--- config.mk ---
export PLATFORM = sky130hd
export DESIGN_NAME = reggp_ctx_seq
export DESIGN_NICKNAME = d
export VERILOG_FILES = /design/src/rtl/reggp_pkg.sv /design/src/rtl/reggp_port_mux.sv /design/src/rtl/reggp_ctx_seq.sv
export SDC_FILE = /design/constraint.sdc
export NUM_CORES = 1
export LEC_CHECK = 0
export CORE_ASPECT_RATIO = 0.8
export CORE_MARGIN = 2
export CORE_UTILIZATION = 30
export CTS_CLUSTER_DIAMETER = 120
export DETAILED_ROUTE_END_ITERATION = 8
export PLACE_DENSITY_LB_ADDON = 0.12
export SLEW_MARGIN = 15
export SYNTH_ARGS = -nofsm -noshare
export SYNTH_HDL_FRONTEND = slang
export SYNTH_SLANG_ARGS = --single-unit
--- constraint.sdc ---
create_clock -name clk -period 3.55 [get_ports clk]
set_clock_uncertainty 0.15 [all_clocks]
set_input_delay 0.71 -clock clk [delete_from_list [all_inputs] [get_ports clk]]
set_output_delay 0.71 -clock clk [all_outputs]
set_load 0.1 [all_outputs]
--- src/rtl/reggp_pkg.sv ---
// Shared constants and types for the general-purpose register file context logic.
package reggp_pkg;

  localparam int unsigned REGGP_DW    = 24;
  localparam int unsigned REGGP_AW    = 4;
  localparam int unsigned REGGP_NREGS = 2 ** REGGP_AW;

  typedef enum logic [1:0] {
    IDLE,
    SAVE,
    RESTORE
  } state_t;

  localparam logic OP_SAVE    = 1'b0;
  localparam logic OP_RESTORE = 1'b1;

endpackage

--- src/rtl/reggp_port_mux.sv ---
// Selects between the core and an internal sequencer for register file read port 1 and
// the write port. Read and write sides are selected independently.
module reggp_port_mux
  import reggp_pkg::*;
#(
  parameter int unsigned DW = REGGP_DW,
  parameter int unsigned AW = REGGP_AW
) (
  input  logic          seq_rd,
  input  logic          seq_wr,
  input  logic [AW-1:0] core_raddr1,
  input  logic [AW-1:0] core_waddr,
  input  logic [DW-1:0] core_wdata,
  input  logic          core_we,
  input  logic [AW-1:0] seq_raddr1,
  input  logic [AW-1:0] seq_waddr,
  input  logic [DW-1:0] seq_wdata,
  input  logic          seq_we,
  output logic [AW-1:0] rf_raddr1,
  output logic [AW-1:0] rf_waddr,
  output logic [DW-1:0] rf_wdata,
  output logic          rf_we
);

  // Port select; the core keeps a side whenever the sequencer does not claim it.
  always_comb begin
    rf_raddr1 = seq_rd ? seq_raddr1 : core_raddr1;
    rf_waddr  = seq_wr ? seq_waddr  : core_waddr;
    rf_wdata  = seq_wr ? seq_wdata  : core_wdata;
    rf_we     = seq_wr ? seq_we     : core_we;
  end

endmodule

--- src/rtl/reggp_ctx_seq.sv ---
// Context save/restore sequencer: streams a wrapping window of registers out of the
// register file (save) or into it (restore), stalling the core while it owns the ports.
module reggp_ctx_seq
  import reggp_pkg::*;
#(
  parameter int unsigned DW = REGGP_DW,
  parameter int unsigned AW = REGGP_AW
) (
  input  logic          clk,
  input  logic          rst_n,
  input  logic          cmd_valid,
  output logic          cmd_ready,
  input  logic          cmd_op,
  input  logic [AW-1:0] cmd_base,
  input  logic [AW-1:0] cmd_len,
  input  logic [AW-1:0] core_raddr1,
  input  logic [AW-1:0] core_waddr,
  input  logic [DW-1:0] core_wdata,
  input  logic          core_we,
  output logic          core_stall,
  output logic [AW-1:0] rf_raddr1,
  input  logic [DW-1:0] rf_rdata1,
  output logic [AW-1:0] rf_waddr,
  output logic [DW-1:0] rf_wdata,
  output logic          rf_we,
  output logic          so_valid,
  input  logic          so_ready,
  output logic [DW-1:0] so_data,
  output logic          so_last,
  input  logic          si_valid,
  output logic          si_ready,
  input  logic [DW-1:0] si_data,
  output logic          done
);

  state_t        state;
  logic [AW-1:0] ptr;
  logic [AW-1:0] remain;
  logic          cmd_fire;
  logic          word_fire;

  // Handshake and stream decode from the registered state.
  always_comb begin
    cmd_ready  = (state == IDLE) && !core_we;
    cmd_fire   = cmd_valid && cmd_ready;
    core_stall = (state != IDLE);
    so_valid   = (state == SAVE);
    si_ready   = (state == RESTORE);
    so_last    = (state == SAVE) && (remain == '0);
    so_data    = (state == SAVE) ? rf_rdata1 : '0;
    word_fire  = (so_valid && so_ready) || (si_valid && si_ready);
  end

  // Read side is claimed only for SAVE; the write side for any busy state so a stray
  // core_we cannot corrupt the window (seq_we is zero during SAVE).
  reggp_port_mux #(
    .DW(DW),
    .AW(AW)
  ) u_port_mux (
    .seq_rd      (state == SAVE),
    .seq_wr      (state != IDLE),
    .core_raddr1 (core_raddr1),
    .core_waddr  (core_waddr),
    .core_wdata  (core_wdata),
    .core_we     (core_we),
    .seq_raddr1  (ptr),
    .seq_waddr   (ptr),
    .seq_wdata   (si_data),
    .seq_we      ((state == RESTORE) && si_valid),
    .rf_raddr1   (rf_raddr1),
    .rf_waddr    (rf_waddr),
    .rf_wdata    (rf_wdata),
    .rf_we       (rf_we)
  );

  // FSM with window pointer, remaining count and the registered completion pulse.
  always_ff @(posedge clk or negedge rst_n) begin
    if (!rst_n) begin
      state  <= IDLE;
      ptr    <= '0;
      remain <= '0;
      done   <= 1'b0;
    end else begin
      done <= 1'b0;
      unique case (state)
        IDLE: begin
          if (cmd_fire) begin
            ptr    <= cmd_base;
            remain <= cmd_len;
            state  <= (cmd_op == OP_RESTORE) ? RESTORE : SAVE;
          end
        end
        SAVE, RESTORE: begin
          if (word_fire) begin
            // Pointer wraps naturally at 2**AW.
            ptr    <= ptr + AW'(1);
            remain <= remain - AW'(1);
            if (remain == '0) begin
              state <= IDLE;
              done  <= 1'b1;
            end
          end
        end
        default: state <= IDLE;
      endcase
    end
  end

endmodule

==> reports/results.env <==
CTS_HOLD_BUFFERS=0
DRT_PRE_ANTENNA_ITERS=4
FINAL_TOTAL_POWER_mW=3.30
STARTPOINT_TYPE='flip-flop'
FP-ROW-COUNT=22
FINAL_LAYOUT_SIZE_SUFFIX_GT1_FRAC=0.350
WORSTPATHREQUIRED_NS=2.69
ROUTE.ANTENNA.REMAINING_NETS=0
SHARE_CLK_OF_TOTAL_POWER=0.039
CELLLEAKAGEPOWER_nW=1.39
CRITICAL_PATH.MAX_FANOUT=35
CRITPATHARRIVALTIME_NS=2.02
LAYOUT_WORST_PATH_CYCLE_SHARE=0.812
SYNTH_WARN=0
CRIT_TYPE='reg -> out'
MAXCLOCKFREQUENCY_MHz=347
FINAL_NET_COUNT=411
FINAL_COMMON_CELL='sky130_fd_sc_hd__clkdlybuf4s50_1'
CTS_MAX_LEVEL=1
FINAL_CRITICAL_PATH_SETUP_SLACK_NS=0.669
TRITONCTS_NUM_SINKS=11
DRT_FIRST_ITER_VIOLATIONS=114
YOSYS.CELL_TYPES.COUNT=40
PWR-SHARE-COMB=0.885
SLEW_HEADROOM=0.519
TOP_SIGNAL_LAYER_USED='met4'
MET3_WIRELENGTH_UM=692
FINALWORSTPATHREQUIREDPERIOD_NS=2.88
SYNTH-MAIN-FF-CELL='sky130_fd_sc_hd__dfrtp_1'
WL_MET1_UM=2170
TNS_NS=0
DRCVIOLATIONCOUNT=0
MET2_WIRE_LEN_UM=2910
FIRST_GLOBAL_VIAS=1774
YS_ASYNC_SR_FRACTION=1.00
CLK_LATENCY_NS=0.24
PIN_COUNT_OF_THE_BIGGEST_NET_ENTERING_GLOBAL_ROUTING=36
MAX_CAP_VIOLATIONS=0
SYNTH-EDFF-COUNT=0
NETSWITCHINGPOWER_mW=2.07
SWITCHING_FRACTION_OF_TOTAL_POWER=0.626
OVERALL_ROUTING_RESOURCE_USAGE=0.223
FILLCELLCOUNT=355
WORSTPATHCELLLIST='inv_1 -> ha_1 -> buf_4 -> mux2_2 -> buf_12'
CELLINTERNALPOWER_mW=1.24
CP_SLOWEST_CELL='sky130_fd_sc_hd__buf_4'
CRITPATHTOPFAMILY='buffers and inverters'
FINISH.INSTANCE_AREA_SQ_UM=3250
AREA_GROWTH_SYN_TO_LAYOUT_PCT=135
DIE_H_UM=64.7
POST_SYNTH.CELL_AREA_AVG_SQ_UM=8.74
GLOBALROUTEOVERFLOWTOTAL=0
MAX_SLEW.WORST_PIN.SLEW_NS=0.719
ANTENNA_VIOLATIONS_BEFORE_REPAIR=0
RUN_STATUS='completed'
NUMPORTBUFFERS=157
SYNTH_SEQUENTIAL_AREA_RATIO=0.199
DETAILED_ROUTE_WIRE_LENGTH_UM=5810
CLOCK_PATH_BUFFERS=2
WORST_HOLD_PATH_TYPE='reg -> reg'
NETLIST_INSTANCES=158
SEQ_POWER_SHARE=0.076
ROUTE.DETAILED.WL_PER_INST_UM=15.7
PWR_PER_CELL_AREA_nW_PER_UM2=1020
FINAL-MAX-SLEW-VIOLATION-COUNT=0
GRT_FIRST_PASS_WIRELENGTH_UM=8800
WORST_SETUP_HOLD_PATH_CLK_SLEW_NS=0.05
POSTCTSSETUPREPAIRBUFS=0
FINAL_WTD_CONGESTION=0.786
FLOORPLAN.IO_PINS=158
DETAILED_PLACE.AREA_SQ_UM=3210
DIE_AREA_SQ_UM=5170
FINALCOREUTILIZATION=0.720
CTS-RESIZED-GATES=0
SYN_AREA_SQ_UM=1380
VIAS_PER_CELL=4.93
YOSYS_REGISTER_BITS=11
CTS.ROOT.BUFFER_CELL='sky130_fd_sc_hd__clkbuf_8'
PLACE_HPWL_UM=4920
MOSTFREQUENTLAYOUTCELLS='sky130_fd_sc_hd__clkdlybuf4s50_1 (94), sky130_fd_sc_hd__buf_4 (33), sky130_fd_sc_hd__mux2_2 (32)'
HOLD_VIOL=0
VIAS=1820
CRITPATHBUFINV=3
INITIAL_UTILIZATION=0.306
CRIT_PATH_END_KIND='primary output'
GRT_SETUP_UNREPAIRED='no'
SYNTHESIS.NETS=259
CORE_AREA_SQ_UM=4510
MAX-VDD-IR-DROP_mV=0.595
DP_SLACK_NS=0.806
FINAL_SETUP_VIOLATION_COUNT=0
TRITONCTS_CLOCK_TREE='done'
ANTENNADIODECOUNT=0
DIE_WIDTH_UM=79.9
CTS_INSERTED_BUFFERS=3
CRITPATHMAXSTAGEDELAY_NS=0.43
==> cells by family after synthesis <==
kind of cell	synth area share
and+or+nand+nor	0.242
muxes	0.268
AOI/OAI and AO/OA	0.167
buffers and inverters	0.0697
DFF	0.199
adders and majority gates	0.0543
==> metal layers <==
metal  up-vias  GRT usage
li1        863          -
met5         -          0
met4         0     0.0381
met3         4     0.0947
met2       113      0.378
met1       840      0.266
==> power groups by stage <==
stage | combinational, mW | sequential [mW] | clock, mW
6_report | 2.92 | 0.252 | 0.129
5_1_grt | 3.03 | 0.261 | 0.143
4_1_cts | 2.93 | 0.249 | 0.136
3_5_place_dp | 2.93 | 0.251 | 0
3_3_place_gp | 2.91 | 0.249 | 0
2_1_floorplan | 2.07 | 0.233 | 0
==> state kept, by name, summed over array words and instances (netlist names) <==
register and count:
done 1, ptr 4, state 2, remain 4
==> through the flow <==
stage,cells,hold WS (ns)
6_report,369,0.393
5_1_grt,369,0.398
4_1_cts,369,0.388
3_5_place_dp,365,0.386
3_3_place_gp,365,0.367
2_1_floorplan,158,0.264
==> path summary, 6_finish.rpt <==
| path | start | to | slack [ns] | depth (start not counted) |
|---|---|---|---|---|
| max reg2reg | state[0] | remain[2] | 1.09 | 6 |
| min in group asynchronous | rst_n | remain[1] | 0.68 | 1 |
| min | remain[2] | remain[2] | 0.39 | 1 |
| min reg2reg | remain[2] | remain[2] | 0.39 | 1 |
| max in group asynchronous | rst_n | ptr[3] | 2.20 | 1 |
| max | state[1] | rf_wdata[18] | 0.67 | 5 |
==> cells in the mapped netlist (2+ instances only) <==
library cell	number	area, sq um
sky130_fd_sc_hd__mux2_2	32	360
sky130_fd_sc_hd__and2_1	24	150
sky130_fd_sc_hd__nor2_1	12	45.0
sky130_fd_sc_hd__dfrtp_1	11	275
sky130_fd_sc_hd__inv_1	7	26.3
sky130_fd_sc_hd__nand2_1	7	26.3
sky130_fd_sc_hd__ha_1	6	75.1
sky130_fd_sc_hd__a31oi_1	5	31.3
sky130_fd_sc_hd__buf_2	5	25.0
sky130_fd_sc_hd__a21oi_1	4	20.0
sky130_fd_sc_hd__nor3_1	4	20.0
sky130_fd_sc_hd__o22a_1	4	35.0
sky130_fd_sc_hd__clkbuf_1	3	11.3
sky130_fd_sc_hd__o21ai_0	3	15.0
sky130_fd_sc_hd__a221o_1	2	20.0
sky130_fd_sc_hd__a41oi_1	2	17.5
sky130_fd_sc_hd__buf_6	2	22.5
sky130_fd_sc_hd__nor2b_1	2	12.5
sky130_fd_sc_hd__o22ai_1	2	12.5
==> area by class of cell <==
type | count | area (sq um) | area share
clock buffer | 4 | 45.0 | 0.0139
inverter | 8 | 30.0 | 0.00924
multi-input combinational | 128 | 1020 | 0.313
sequential | 11 | 275 | 0.0847
tap | 60 | 75.1 | 0.0231
timing repair buffer | 158 | 1810 | 0.557
Note: power is estimated with default switching activity, not from simulation.
